## src/rtl/flag_pkg.sv

```systemverilog
// Shared constants and helpers for the flag register / branch-condition unit.
package flag_pkg;

    localparam int FLAG_ZERO  = 0;
    localparam int FLAG_EQUAL = 1;
    localparam int FLAG_GT    = 2;
    localparam int FLAG_LT    = 3;

    // Condition code layout is {TEST, INVERT, SEL[sel_w-1:0]}
    function automatic int cond_inv_bit(input int sel_w);
        return sel_w;
    endfunction

    function automatic int cond_test_bit(input int sel_w);
        return sel_w + 1;
    endfunction

    function automatic int cond_width(input int num_flags);
        return $clog2(num_flags) + 2;
    endfunction

endpackage

```

## src/rtl/flag_cond_eval.sv

```systemverilog
// Combinational condition evaluation: result = !TEST | (INVERT ^ FLAGS[SEL]).
module flag_cond_eval
    import flag_pkg::*;
#(
    parameter int NUM_FLAGS = 4,
    parameter int SEL_W     = $clog2(NUM_FLAGS)
) (
    input  logic [NUM_FLAGS-1:0] flags,
    input  logic [SEL_W+1:0]     cond,
    output logic                 result
);

    localparam int TEST_BIT = cond_test_bit(SEL_W);
    localparam int INV_BIT  = cond_inv_bit(SEL_W);

    logic [SEL_W-1:0] sel_s;
    logic             selected_s;

    assign sel_s = cond[SEL_W-1:0];

    // Out-of-range selects read as a cleared flag
    always_comb begin
        selected_s = 1'b0;
        if (int'(sel_s) < NUM_FLAGS) begin
            selected_s = flags[sel_s];
        end else begin
            selected_s = 1'b0;
        end
    end

    assign result = ~cond[TEST_BIT] | (cond[INV_BIT] ^ selected_s);

endmodule

```

## src/rtl/flag_unit.sv

```systemverilog
// Flag register with LIFO save/restore stack and a registered branch-condition result.
module flag_unit
    import flag_pkg::*;
#(
    parameter int NUM_FLAGS   = 4,
    parameter int STACK_DEPTH = 4,
    parameter int FORWARD     = 1
) (
    input  logic                                clk,
    input  logic                                rst_n,
    input  logic [NUM_FLAGS-1:0]                flags_in,
    input  logic                                flags_we,
    input  logic [cond_width(NUM_FLAGS)-1:0]    cond,
    input  logic                                cond_valid,
    input  logic                                push,
    input  logic                                pop,
    output logic [NUM_FLAGS-1:0]                flags_out,
    output logic                                take,
    output logic                                take_valid,
    output logic                                stack_full,
    output logic                                stack_empty,
    output logic                                stack_err
);

    localparam int SEL_W = $clog2(NUM_FLAGS);
    localparam int SP_W  = $clog2(STACK_DEPTH + 1);
    localparam int IDX_W = (STACK_DEPTH > 1) ? $clog2(STACK_DEPTH) : 1;

    logic [NUM_FLAGS-1:0] stack_mem_r [STACK_DEPTH];
    logic [NUM_FLAGS-1:0] flags_r;
    logic [SP_W-1:0]      sp_r;
    logic                 full_r;
    logic                 empty_r;
    logic                 err_r;
    logic                 take_r;
    logic                 take_valid_r;

    logic                 push_ok_s;
    logic                 pop_ok_s;
    logic                 err_event_s;
    logic [SP_W-1:0]      sp_next_s;
    logic [IDX_W-1:0]     push_idx_s;
    logic [IDX_W-1:0]     pop_idx_s;
    logic [NUM_FLAGS-1:0] next_flags_s;
    logic [NUM_FLAGS-1:0] eval_flags_s;
    logic                 result_s;

    // A simultaneous PUSH and POP cancels both and is reported as an error
    assign push_ok_s   = push & ~pop & ~full_r;
    assign pop_ok_s    = pop & ~push & ~empty_r;
    assign err_event_s = (push & pop) | (push & ~pop & full_r) | (pop & ~push & empty_r);

    // Stack pointer update and memory indices
    always_comb begin
        sp_next_s  = sp_r;
        push_idx_s = IDX_W'(sp_r);
        pop_idx_s  = IDX_W'(sp_r - SP_W'(1));
        if (push_ok_s) begin
            sp_next_s = sp_r + SP_W'(1);
        end else if (pop_ok_s) begin
            sp_next_s = sp_r - SP_W'(1);
        end else begin
            sp_next_s = sp_r;
        end
    end

    // Next flag value: restore beats ALU load beats hold
    always_comb begin
        next_flags_s = flags_r;
        if (pop_ok_s) begin
            next_flags_s = stack_mem_r[pop_idx_s];
        end else if (flags_we) begin
            next_flags_s = flags_in;
        end else begin
            next_flags_s = flags_r;
        end
    end

    assign eval_flags_s = (FORWARD != 0) ? next_flags_s : flags_r;

    flag_cond_eval #(
        .NUM_FLAGS (NUM_FLAGS),
        .SEL_W     (SEL_W)
    ) u_cond_eval (
        .flags  (eval_flags_s),
        .cond   (cond),
        .result (result_s)
    );

    // Stack storage; contents need no reset because sp gates every read
    always_ff @(posedge clk) begin
        if (rst_n && push_ok_s) begin
            stack_mem_r[push_idx_s] <= flags_r;
        end
    end

    // Flag register, stack pointer, status and take result
    always_ff @(posedge clk) begin
        if (!rst_n) begin
            flags_r      <= '0;
            sp_r         <= '0;
            full_r       <= 1'b0;
            empty_r      <= 1'b1;
            err_r        <= 1'b0;
            take_r       <= 1'b0;
            take_valid_r <= 1'b0;
        end else begin
            flags_r      <= next_flags_s;
            sp_r         <= sp_next_s;
            full_r       <= (sp_next_s == SP_W'(STACK_DEPTH));
            empty_r      <= (sp_next_s == SP_W'(0));
            err_r        <= err_r | err_event_s;
            take_valid_r <= cond_valid;
            if (cond_valid) begin
                take_r <= result_s;
            end
        end
    end

    assign flags_out   = flags_r;
    assign take        = take_r;
    assign take_valid  = take_valid_r;
    assign stack_full  = full_r;
    assign stack_empty = empty_r;
    assign stack_err   = err_r;

endmodule

```

## config.mk

```make
export PLATFORM = sky130hd
export DESIGN_NAME = flag_unit
export DESIGN_NICKNAME = d
export VERILOG_FILES = /design/src/rtl/flag_pkg.sv /design/src/rtl/flag_cond_eval.sv /design/src/rtl/flag_unit.sv
export SDC_FILE = /design/constraint.sdc
export NUM_CORES = 1
export LEC_CHECK = 0
export ABC_CLOCK_PERIOD_IN_PS = 2900
export CAP_MARGIN = 40
export CORE_MARGIN = 3
export CORE_UTILIZATION = 45
export DETAILED_ROUTE_END_ITERATION = 7
export GPL_TIMING_DRIVEN = 0
export PLACE_DENSITY_LB_ADDON = 0.3
export RECOVER_POWER = 50
export SYNTH_ARGS = -nofsm -noshare
export SYNTH_HDL_FRONTEND = slang
export SYNTH_HIERARCHICAL = 1
export SYNTH_SLANG_ARGS = --single-unit
export TNS_END_PERCENT = 1
```

## constraint.sdc

```tcl
create_clock -name clk -period 2.9 [get_ports clk]
set_input_delay 0.435 -clock clk [delete_from_list [all_inputs] [get_ports clk]]
set_output_delay 0.435 -clock clk [all_outputs]
set_load 0.02 [all_outputs]
```

==> metrics.txt, run 1 <==
# TYPE chip_impl_metric gauge
chip_impl_info{name="run_status",value="completed"} 1
chip_impl_metric{name="post-place-cells",unit=""} 149
chip_impl_metric{name="yosysWarnings",unit=""} 6
chip_impl_metric{name="synthesis.nets",unit=""} 117
chip_impl_metric{name="cts_post_setup_buffers_inserted",unit=""} 0
chip_impl_metric{name="worstPathRequired",unit="ps"} 3140
chip_impl_metric{name="final_clock_period_utilization_by_the_worst_path",unit="%"} 91.5
chip_impl_metric{name="areaGrowthSynthToFinish",unit="%"} 21.2
chip_impl_metric{name="clock_tree.buffer_depth",unit=""} 2
chip_impl_metric{name="rows",unit=""} 18
chip_impl_metric{name="grt_pass1_vias",unit=""} 862
chip_impl_metric{name="io-pin-count",unit=""} 23
chip_impl_metric{name="timing.critical_path.arrival",unit="ps"} 2900
chip_impl_metric{name="yosys_register_bits",unit=""} 28
chip_impl_metric{name="timing.hold.ws",unit="ps"} 481
chip_impl_metric{name="cts_repair_resize_count",unit=""} 0
chip_impl_metric{name="dieArea",unit="mm^2"} 0.00349
chip_impl_info{name="critPathCaptureType",value="register"} 1
chip_impl_metric{name="post_drt_wl_per_cell",unit="um"} 16.2
chip_impl_info{name="critical_path.top_delay_family",value="multiplexers"} 1
chip_impl_metric{name="setup-tns-final",unit="ps"} 0
chip_impl_info{name="clockRootBuffer",value="clkbuf_4"} 1
chip_impl_info{name="timing.hold.worst.class",value="register to register"} 1
chip_impl_metric{name="die_h",unit="um"} 59.1
chip_impl_metric{name="drive_gt1_share",unit="%"} 12.2
chip_impl_info{name="crit-reg2reg-capture",value="take$_SDFFE_PN0P_"} 1
chip_impl_metric{name="worst_pin_slew",unit="ps"} 860
chip_impl_info{name="netlist_top_cells_area",value="edfxtp_1 38%, dfxtp_1 19%, mux4_2 8.9%"} 1
chip_impl_info{name="startpoint_type",value="register"} 1
chip_impl_metric{name="path_max_fanout",unit=""} 6
chip_impl_metric{name="synthesis.area",unit="mm^2"} 0.00127
chip_impl_metric{name="grt_remaining_overflow",unit=""} 0
chip_impl_info{name="rsz0062_at_grt",value="false"} 1
chip_impl_metric{name="gp_routability_congestion",unit=""} 0.736
chip_impl_metric{name="initial_antenna_violation_count",unit=""} 0
chip_impl_metric{name="post_layout_nets",unit=""} 142
chip_impl_metric{name="number_of_instances_in_the_synthesized_netlist",unit=""} 99
chip_impl_metric{name="place.port_buffers",unit=""} 20
chip_impl_info{name="regToRegStartpoint",value="sp_r[0]$_SDFF_PN0_"} 1
chip_impl_metric{name="max_cap_violations",unit=""} 0
chip_impl_metric{name="totalWireLength",unit="mm"} 2.49
chip_impl_metric{name="ys_types",unit=""} 29
chip_impl_metric{name="reg2regPathDepth",unit=""} 11
chip_impl_info{name="worst-setup-path-type",value="register to register"} 1
chip_impl_metric{name="drt-pass1-iter-count",unit=""} 4
chip_impl_metric{name="max_freq",unit="MHz"} 377
chip_impl_metric{name="r2r_setup_slack",unit="ps"} 250
chip_impl_metric{name="yosysSeqAreaShare",unit="%"} 56.8
chip_impl_metric{name="first_iter_violations",unit=""} 41
chip_impl_info{name="timing.hold.worst.start",value="stack_err$_SDFF_PN0_"} 1
chip_impl_info{name="critical_path_cell_by_cell",value="clkbuf_4 -> inv_1 -> ha_2 -> mux4_2 -> nand2_1 -> o21ai_0 -> mux4_2 -> xnor2_1 -> nand2_1 -> mux2i_1 -> nor2_1"} 1
chip_impl_metric{name="die_x",unit="um"} 59.1
chip_impl_metric{name="drc_violations_left",unit=""} 0
chip_impl_metric{name="hold-path-cell-count",unit=""} 2
chip_impl_metric{name="initial_core_util",unit="%"} 49.4
chip_impl_metric{name="utilization",unit="%"} 59.9
chip_impl_metric{name="dpl.hpwl",unit="mm"} 1.89
chip_impl_metric{name="htreeDepth",unit=""} 1
chip_impl_info{name="min_to",value="stack_err$_SDFF_PN0_"} 1
chip_impl_metric{name="clk_latency",unit="ps"} 330
chip_impl_info{name="tritoncts",value="built"} 1
chip_impl_metric{name="static-leakage-power",unit="nW"} 0.573
chip_impl_info{name="netlist.top_cell.by_area",value="edfxtp_1"} 1
chip_impl_metric{name="antenna_cells",unit=""} 0
chip_impl_metric{name="hold_violations",unit=""} 0
chip_impl_metric{name="clock_skew",unit="ps"} 1.92
chip_impl_metric{name="slowest_delay",unit="ps"} 520
chip_impl_metric{name="clkTransAtPathRegs",unit="ps"} 140
chip_impl_metric{name="mean_instance_size_in_the_synthesized_netlist",unit="um^2"} 12.8
chip_impl_metric{name="core",unit="mm^2"} 0.00257
chip_impl_metric{name="gr-usage-all-layers",unit="%"} 16.1
chip_impl_metric{name="time_the_worst_path_needs_with_i_o_delays_and_setup",unit="ps"} 2650
chip_impl_metric{name="tritoncts.num_buffers",unit=""} 3
chip_impl_metric{name="via_count",unit=""} 829
chip_impl_metric{name="fin_cells",unit=""} 153
chip_impl_metric{name="max-vdd-ir-drop",unit="mV"} 0.363
chip_impl_metric{name="worst-path-buf-inv",unit=""} 2
chip_impl_metric{name="finalSetupViolCount",unit=""} 0
chip_impl_metric{name="numClockSinks",unit=""} 28
chip_impl_metric{name="route.detailed.vias_per_inst",unit=""} 5.42
chip_impl_metric{name="hold_buffers",unit=""} 0
chip_impl_metric{name="maxSlewViolCount",unit=""} 0
chip_impl_metric{name="pwr_cell_area",unit="mW/mm^2"} 551
chip_impl_metric{name="antenna_violating_nets_post_route",unit=""} 0
chip_impl_metric{name="max_slew_margin",unit="%"} 42.5
chip_impl_metric{name="yosysTopAreaCellShare",unit="%"} 37.9
chip_impl_info{name="slowest_stage",value="mux4_2"} 1
chip_impl_metric{name="grt_first_pass_wirelength",unit="mm"} 3.97
chip_impl_metric{name="grt_start_max_net_pins",unit=""} 16
-- layout make-up --
cell class / instances / area, um^2
Fill cell: 224 / 1030
Sequential cell: 28 / 721
Multi-Input combinational cell: 63 / 518
Timing Repair Buffer: 20 / 200
Tap cell: 30 / 37.5
Clock buffer: 3 / 22.5
Buffer: 4 / 20.0
Inverter: 4 / 15.0
Clock inverter: 1 / 3.75
-- worst max-delay path by stage --
stage,from,endpoint,slack (ps),cells past startpoint
floorplan,sp_r[0]$_SDFF_PN0_,take$_SDFFE_PN0P_,510,11
global placement,pop,take$_SDFFE_PN0P_,170,8
detailed placement,sp_r[0]$_SDFF_PN0_,take$_SDFFE_PN0P_,90,11
CTS,sp_r[0]$_SDFF_PN0_,take$_SDFFE_PN0P_,80,11
global route,sp_r[0]$_SDFF_PN0_,take$_SDFFE_PN0P_,30,11
finish,sp_r[0]$_SDFF_PN0_,take$_SDFFE_PN0P_,250,11
-- per-stage QoR --
stage | area (um^2) | setup slack, ps | power [mW]
final | 1540 | 246 | 0.847
after CTS | 1530 | 78.0 | 0.856
after global placement | 1510 | 172 | 0.689
after global routing | 1540 | 25.0 | 0.891
after detailed placement | 1510 | 92.3 | 0.698
after floorplan | 1270 | 513 | 0.616
-- synth_stat cells --
cell type  instances
and4_1             1
o21ai_1            3
mux4_2             5
a21oi_2            1
edfxtp_1          16
a21oi_1            2
buf_1              1
nor2_1             7
o21ai_0            3
nand2b_1           1
a211oi_1           1
nor3b_1            2
ha_1               4
xnor2_1            3
nand2_1            6
mux2i_1            5
and4bb_2           1
nor3b_4            1
mux2i_2            1
and2_1             8
buf_2              2
nor3_1             1
or3_1              1
nor2b_1            3
clkbuf_1           1
and3_1             1
nand3_1            2
dfxtp_1           12
inv_1              4
-- flip-flops by register name, summed over array words and instances (netlist names) --
signal	flops
stack_full	1
stack_err	1
take_valid	1
flags_out	4
stack_empty	1
stack_mem_r	16
take	1
sp_r	3
-- logic make-up (layout without fill, tap and decap cells) --
family | count (synthesis) | count (layout) | synth area share [%]
simple gates | 35 | 35 | 16.3
flops | 28 | 28 | 56.8
mux | 11 | 11 | 13.9
compound gates | 10 | 10 | 4.44
buf+inv | 8 | 32 | 2.56
fa+ha+maj | 4 | 4 | 3.94
xor+xnor | 3 | 3 | 2.07
-- layout by cell type, fill, tap and decap left out, types with 2 or more instances in the layout --
cell / netlist / layout
nand3_1: 2 / 2
nand2_1: 6 / 6
nor2b_1: 3 / 3
dfxtp_1: 12 / 12
inv_1: 4 / 4
mux4_2: 5 / 5
and2_1: 8 / 7
clkdlybuf4s50_1: 0 / 12
nor2_1: 7 / 7
ha_1: 4 / 3
o21ai_1: 3 / 3
nor3b_1: 2 / 2
edfxtp_1: 16 / 16
o21ai_0: 3 / 3
a21oi_1: 2 / 2
mux2i_1: 5 / 5
clkbuf_4: 0 / 4
dlygate4sd3_1: 0 / 8
xnor2_1: 3 / 3
-- layer usage --
metal | vias up | track usage, % | wire [um]
met4 | 0 | 7.77 | 47
met5 | - | 0 | 0
li1 | 402 | - | -
met1 | 404 | 20.9 | 1100
met3 | 5 | 2.83 | 105
met2 | 18 | 25.9 | 1230
-- power breakdown --
group / switching, mW / internal [mW]
combinational: 0.102 / 0.109
sequential: 0.0252 / 0.449
clock: 0.111 / 0.0506
total: 0.239 / 0.609
-- worst reg2reg max path, stage by stage, from the launching register on --
cell      delay, ps
dfxtp_1         390
clkbuf_4        230
inv_1           100
ha_2            430
mux4_2          310
nand2_1          70
o21ai_0          90
mux4_2          520
xnor2_1         150
nand2_1          80
mux2i_1         150
nor2_1           50
No activity file was read; power rests on OpenSTA's default activity.
==> run 2, diff against run 1 <==
--- a/config.mk
+++ b/config.mk
@@ -9,9 +9,10 @@
 export CAP_MARGIN = 40
 export CORE_MARGIN = 3
 export CORE_UTILIZATION = 45
+export CTS_CLUSTER_DIAMETER = 40
 export DETAILED_ROUTE_END_ITERATION = 7
 export GPL_TIMING_DRIVEN = 0
-export PLACE_DENSITY_LB_ADDON = 0.3
+export PLACE_DENSITY = 0.79
 export RECOVER_POWER = 50
 export SYNTH_ARGS = -nofsm -noshare
 export SYNTH_HDL_FRONTEND = slang
==> metrics.txt, run 2 (synthesis results as in run 1) <==
# TYPE chip_impl_metric gauge
chip_impl_info{name="run_status",value="completed"} 1
chip_impl_metric{name="finalSetupViolCount",unit=""} 0
chip_impl_metric{name="grt_pass1_vias",unit=""} 860
chip_impl_metric{name="reg2regPathDepth",unit=""} 11
chip_impl_metric{name="die_h",unit="um"} 59.1
chip_impl_metric{name="worst_pin_slew",unit="ps"} 738
chip_impl_metric{name="filler_cell_count",unit=""} 225
chip_impl_metric{name="setup-tns-final",unit="ps"} 0
chip_impl_metric{name="initial_core_util",unit="%"} 49.4
chip_impl_metric{name="tritoncts.num_buffers",unit=""} 3
chip_impl_metric{name="post_drt_wl_per_cell",unit="um"} 15.9
chip_impl_info{name="register_bank_with_the_most_flops",value="stack_mem_r"} 1
chip_impl_metric{name="area_taken_by_multi_input_logic_gates",unit="um^2"} 518
chip_impl_metric{name="drc_violations_left",unit=""} 0
chip_impl_metric{name="drt-pass1-iter-count",unit=""} 4
chip_impl_info{name="worst-setup-path-type",value="register to register"} 1
chip_impl_metric{name="max_freq",unit="MHz"} 371
chip_impl_metric{name="grt_remaining_overflow",unit=""} 0
chip_impl_metric{name="grt_start_max_net_pins",unit=""} 16
chip_impl_metric{name="numClockSinks",unit=""} 28
chip_impl_metric{name="grt_first_pass_wirelength",unit="mm"} 3.87
chip_impl_metric{name="max_slew_margin",unit="%"} 50.7
chip_impl_metric{name="clkTransAtPathRegs",unit="ps"} 150
chip_impl_info{name="startpoint_type",value="register"} 1
chip_impl_metric{name="path_max_fanout",unit=""} 6
chip_impl_metric{name="core",unit="mm^2"} 0.00257
chip_impl_metric{name="cts_repair_resize_count",unit=""} 0
chip_impl_metric{name="largest_register_ffs",unit=""} 16
chip_impl_metric{name="hold-path-cell-count",unit=""} 2
chip_impl_metric{name="via_count",unit=""} 817
chip_impl_info{name="critPathCaptureType",value="register"} 1
chip_impl_metric{name="initial_antenna_violation_count",unit=""} 0
chip_impl_metric{name="time_the_worst_path_needs_with_i_o_delays_and_setup",unit="ps"} 2690
chip_impl_metric{name="route.detailed.vias_per_inst",unit=""} 5.34
chip_impl_metric{name="seqCellArea",unit="um^2"} 721
chip_impl_info{name="timing.hold.worst.class",value="register to register"} 1
chip_impl_metric{name="pwr_cell_area",unit="mW/mm^2"} 565
chip_impl_metric{name="areaGrowthSynthToFinish",unit="%"} 22.0
chip_impl_metric{name="rows",unit=""} 18
chip_impl_metric{name="clock_tree.buffer_depth",unit=""} 2
chip_impl_metric{name="totalWireLength",unit="mm"} 2.43
chip_impl_metric{name="clk_latency",unit="ps"} 330
chip_impl_metric{name="maxSlewViolCount",unit=""} 0
chip_impl_metric{name="gr-usage-all-layers",unit="%"} 15.3
chip_impl_metric{name="drive_gt1_share",unit="%"} 13.0
chip_impl_metric{name="place.port_buffers",unit=""} 20
chip_impl_metric{name="final_clock_period_utilization_by_the_worst_path",unit="%"} 92.9
chip_impl_metric{name="dieArea",unit="mm^2"} 0.00349
chip_impl_info{name="final_cell_mix",value="16 x edfxtp_1, 15 x clkdlybuf4s50_1, 12 x dfxtp_1"} 1
chip_impl_metric{name="max-vdd-ir-drop",unit="mV"} 0.365
chip_impl_metric{name="die_x",unit="um"} 59.1
chip_impl_metric{name="static-leakage-power",unit="nW"} 0.571
chip_impl_metric{name="hold_buffers",unit=""} 0
chip_impl_metric{name="antenna_violating_nets_post_route",unit=""} 0
chip_impl_metric{name="total_power",unit="mW"} 0.874
chip_impl_info{name="final_common_cell",value="edfxtp_1"} 1
chip_impl_metric{name="post_layout_nets",unit=""} 142
chip_impl_info{name="tritoncts",value="built"} 1
chip_impl_metric{name="detailedPlace.worstSlack",unit="ps"} 134
chip_impl_metric{name="dpl.hpwl",unit="mm"} 1.93
chip_impl_info{name="rsz0062_at_grt",value="false"} 1
chip_impl_metric{name="gp_routability_congestion",unit=""} 0.805
chip_impl_metric{name="timing.critical_path.arrival",unit="ps"} 2930
chip_impl_metric{name="htreeDepth",unit=""} 1
chip_impl_info{name="clockRootBuffer",value="clkbuf_4"} 1
chip_impl_metric{name="hold_violations",unit=""} 0
chip_impl_metric{name="first_iter_violations",unit=""} 31
chip_impl_metric{name="antenna_cells",unit=""} 0
chip_impl_metric{name="worstPathRequired",unit="ps"} 3140
chip_impl_metric{name="max_cap_violations",unit=""} 0
chip_impl_metric{name="clock_skew",unit="ps"} 8.39
chip_impl_metric{name="cts_post_setup_buffers_inserted",unit=""} 0
chip_impl_metric{name="post-route-worst-setup-slack",unit="ps"} 206
chip_impl_metric{name="io-pin-count",unit=""} 23
==> run 2: changes by cell type in the layout (fill, tap and decap cells not counted), sizes merged <==
cell,delta
clkbuf,+1
clkdlybuf4s50,+3
dlygate4sd3,-3
clkinv,-1
==> run 2: stage by stage <==
step                utilization (%)  hold WS, ps  cells  instance area [um^2]
finish                         60.3          485    153                  1550
global route                   60.3          529    153                  1550
CTS                            60.1          498    153                  1540
detailed placement             58.7          464    149                  1510
global placement               58.7          455    149                  1510
floorplan                         -          468     99                  1270
==> run 2: worst max-delay path, cell delays in order, from the launching register on <==
cell	delay, ps
dfxtp_1	410
clkbuf_4	230
inv_1	110
ha_2	410
mux4_2	320
nand2_1	80
o21ai_0	100
mux4_2	500
xnor2_1	170
nand2_1	90
mux2i_1	150
nor2_1	50
==> run 2: power breakdown <==
group          internal [mW]  leakage [nW]  switching (mW)
sequential             0.449         0.246          0.0266
combinational          0.110         0.303           0.100
clock                 0.0768        0.0210           0.111
total                  0.636         0.571           0.238
==> run 2: layer usage <==
layer | GRT usage [%] | wire length (um) | part of all wire [%] | up-vias
met3 | 2.61 | 68 | 2.8 | 4
met1 | 18.6 | 1050 | 43 | 397
li1 | - | - | - | 403
met5 | 0 | 0 | 0 | -
met2 | 26.7 | 1290 | 53 | 13
met4 | 6.47 | 32 | 1.3 | 0
==> run 2: final timing paths <==
check | start | end | slack (ps)
hold reg to reg | stack_err$_SDFF_PN0_ | stack_err$_SDFF_PN0_ | 490
setup / recovery | sp_r[0]$_SDFF_PN0_ | take$_SDFFE_PN0P_ | 210
setup reg to reg | sp_r[0]$_SDFF_PN0_ | take$_SDFFE_PN0P_ | 210
hold / removal | stack_err$_SDFF_PN0_ | stack_err$_SDFF_PN0_ | 490
==> run 2: final cells by class <==
type	instances	area share, %
clock buffer	4	2.34
multi-input combinational	63	33.5
buffer	4	1.29
timing repair buffer	20	12.9
inverter	4	0.970
tap	30	2.43
sequential	28	46.6
==> run 3, diff against run 2 <==
--- a/config.mk
+++ b/config.mk
@@ -14,6 +14,7 @@
 export GPL_TIMING_DRIVEN = 0
 export PLACE_DENSITY = 0.79
 export RECOVER_POWER = 50
+export REMOVE_ABC_BUFFERS = 1
 export SYNTH_ARGS = -nofsm -noshare
 export SYNTH_HDL_FRONTEND = slang
 export SYNTH_HIERARCHICAL = 1
==> constraint.sdc (replaced) <==
create_clock -name clk -period 2.9 [get_ports clk]
set_input_delay 0.435 -clock clk [delete_from_list [all_inputs] [get_ports clk]]
set_output_delay 0.435 -clock clk [all_outputs]
set_load 0.1 [all_outputs]
==> metrics.txt, run 3 (synthesis results as in run 1) <==
# TYPE chip_impl_metric gauge
chip_impl_info{name="run_status",value="completed"} 1
chip_impl_metric{name="max-vdd-ir-drop",unit="mV"} 0.453
chip_impl_metric{name="reg2regPathDepth",unit=""} 10
chip_impl_metric{name="drive_gt1_share",unit="%"} 17.7
chip_impl_info{name="startpoint_type",value="register"} 1
chip_impl_metric{name="tritoncts.num_buffers",unit=""} 3
chip_impl_metric{name="dpl.hpwl",unit="mm"} 1.99
chip_impl_metric{name="static-leakage-power",unit="nW"} 0.621
chip_impl_metric{name="fin_cells",unit=""} 160
chip_impl_metric{name="clock_skew",unit="ps"} 9.19
chip_impl_metric{name="core",unit="mm^2"} 0.00257
chip_impl_metric{name="htreeDepth",unit=""} 1
chip_impl_metric{name="worstPathRequired",unit="ps"} 3130
chip_impl_metric{name="max_freq",unit="MHz"} 387
chip_impl_metric{name="grt_pass1_vias",unit=""} 921
chip_impl_metric{name="totalWireLength",unit="mm"} 2.56
chip_impl_metric{name="rows",unit=""} 18
chip_impl_metric{name="time_the_worst_path_needs_with_i_o_delays_and_setup",unit="ps"} 2580
chip_impl_metric{name="maxSlewViolCount",unit=""} 0
chip_impl_metric{name="die_x",unit="um"} 59.1
chip_impl_metric{name="timing.critical_path.arrival",unit="ps"} 2810
chip_impl_info{name="worst-setup-path-type",value="register to register"} 1
chip_impl_metric{name="gp_routability_congestion",unit=""} 0.805
chip_impl_metric{name="path_max_fanout",unit=""} 8
chip_impl_metric{name="initial_antenna_violation_count",unit=""} 0
chip_impl_metric{name="initial_core_util",unit="%"} 49.4
chip_impl_info{name="critPathCaptureType",value="register"} 1
chip_impl_metric{name="grt_remaining_overflow",unit=""} 0
chip_impl_metric{name="post_layout_nets",unit=""} 149
chip_impl_metric{name="worst_pin_slew",unit="ps"} 805
chip_impl_metric{name="finalSetupViolCount",unit=""} 0
chip_impl_metric{name="clkTransAtPathRegs",unit="ps"} 130
chip_impl_info{name="crit-reg2reg-capture",value="take$_SDFFE_PN0P_"} 1
chip_impl_metric{name="via_count",unit=""} 857
chip_impl_metric{name="gr-usage-all-layers",unit="%"} 17.3
chip_impl_metric{name="antenna_cells",unit=""} 0
chip_impl_info{name="rsz0062_at_grt",value="false"} 1
chip_impl_metric{name="pwr_cell_area",unit="mW/mm^2"} 588
chip_impl_info{name="regToRegStartpoint",value="sp_r[0]$_SDFF_PN0_"} 1
chip_impl_info{name="tritoncts",value="built"} 1
chip_impl_metric{name="max_cap_violations",unit=""} 0
chip_impl_info{name="final_cell_mix",value="20 x clkdlybuf4s50_1, 16 x edfxtp_1, 11 x dfxtp_1"} 1
chip_impl_metric{name="die_h",unit="um"} 59.1
chip_impl_metric{name="largest_register_ffs",unit=""} 16
chip_impl_info{name="startpoint",value="sp_r[0]$_SDFF_PN0_"} 1
chip_impl_metric{name="io-pin-count",unit=""} 23
chip_impl_metric{name="dieArea",unit="mm^2"} 0.00349
chip_impl_metric{name="drc_violations_left",unit=""} 0
chip_impl_info{name="register_bank_with_the_most_flops",value="stack_mem_r"} 1
chip_impl_metric{name="place.port_buffers",unit=""} 22
chip_impl_metric{name="hold_violations",unit=""} 0
chip_impl_metric{name="final_clock_period_utilization_by_the_worst_path",unit="%"} 89.1
chip_impl_metric{name="final_area",unit="mm^2"} 0.00168
chip_impl_metric{name="clk_latency",unit="ps"} 320
chip_impl_metric{name="clock_tree.buffer_depth",unit=""} 2
chip_impl_metric{name="antenna_violating_nets_post_route",unit=""} 0
chip_impl_metric{name="areaGrowthSynthToFinish",unit="%"} 32.2
chip_impl_info{name="clockRootBuffer",value="clkbuf_4"} 1
chip_impl_metric{name="post-place-cells",unit=""} 156
chip_impl_metric{name="route.detailed.vias_per_inst",unit=""} 5.36
chip_impl_metric{name="drt-pass1-iter-count",unit=""} 4
chip_impl_metric{name="grt_first_pass_wirelength",unit="mm"} 4.24
chip_impl_info{name="final_common_cell",value="clkdlybuf4s50_1"} 1
chip_impl_metric{name="grt_start_max_net_pins",unit=""} 16
chip_impl_metric{name="post_drt_wl_per_cell",unit="um"} 16.0
chip_impl_metric{name="numClockSinks",unit=""} 28
chip_impl_metric{name="r2r_setup_slack",unit="ps"} 320
chip_impl_metric{name="first_iter_violations",unit=""} 35
chip_impl_info{name="timing.hold.worst.class",value="register to register"} 1
chip_impl_metric{name="placed_area",unit="mm^2"} 0.00164
chip_impl_info{name="timing.critical_path.to",value="take$_SDFFE_PN0P_"} 1
chip_impl_metric{name="cts_post_setup_buffers_inserted",unit=""} 0
chip_impl_metric{name="max_slew_margin",unit="%"} 46.2
run 3: changes by cell type in the layout (fill, tap and decap cells not counted), sizes merged:
| cell | change |
|---|---|
| dlygate4sd3 | -3 |
| clkbuf | -2 |
| clkdlybuf4s50 | +5 |
| buf | +7 |
run 3: through the flow:
stage | utilization (%) | setup TNS [ps] | power (mW) | hold WS [ps] | setup WS, ps
finish | 65.3 | 0 | 0.986 | 508 | 317
global route | 65.3 | 0 | 1.04 | 540 | 66.1
CTS | 65.1 | 0 | 0.993 | 515 | 146
detailed placement | 64.0 | -20.0 | 0.834 | 484 | -20.0
global placement | 58.8 | 0 | 0.776 | 453 | 67.0
floorplan | - | 0 | 0.699 | 468 | 458
run 3: cell type report:
cell class / instances / area [um^2]
well taps: 30 / 37.5
repair buffers: 31 / 355
clock buffers: 4 / 26.3
inverters: 4 / 15.0
multi-input cells: 63 / 518
flip-flops and latches: 28 / 724
fillers: 189 / 891
run 3: where the power goes:
| group | switching, mW | internal [mW] | total, mW |
|---|---|---|---|
| Sequential | 0.0331 | 0.450 | 0.483 |
| Clock | 0.107 | 0.0539 | 0.161 |
| Combinational | 0.194 | 0.148 | 0.341 |
| Total | 0.334 | 0.652 | 0.986 |
run 3: worst min path at each step:
stage / from / endpoint / slack (ps) / cells after the start
after floorplan: sp_r[2]$_SDFF_PN0_ / sp_r[2]$_SDFF_PN0_ / 470 / 2
after global placement: stack_err$_SDFF_PN0_ / stack_err$_SDFF_PN0_ / 450 / 2
after detailed placement: stack_err$_SDFF_PN0_ / stack_err$_SDFF_PN0_ / 480 / 2
after CTS: stack_err$_SDFF_PN0_ / stack_err$_SDFF_PN0_ / 510 / 2
after global routing: stack_err$_SDFF_PN0_ / stack_err$_SDFF_PN0_ / 540 / 2
final: stack_err$_SDFF_PN0_ / stack_err$_SDFF_PN0_ / 510 / 2
run 3: timing repair:
item	in CTS	in global routing
hold buffers	0	0
gates cloned	0	0
pin swaps	0	0
endpoints found under the setup margin	1	1
resized for setup	1	2
run 3: per-layer routing:
| metal | vias up | wire length [um] | GRT usage [%] |
|---|---|---|---|
| met4 | 0 | 41 | 7.77 |
| met3 | 5 | 119 | 4.14 |
| met2 | 18 | 1390 | 32.0 |
| met5 | - | 0 | 0 |
| met1 | 418 | 1010 | 18.3 |
| li1 | 416 | - | - |
run 3: worst max-delay path, cell delays in order (launching register included):
cell and delay, ps:
dfxtp_4 460, inv_1 110, ha_2 430, mux4_2 330, nand2_1 80, o21ai_0 100, mux4_2 510, xnor2_1 180
nand2_1 90, mux2i_1 150, nor2_1 50
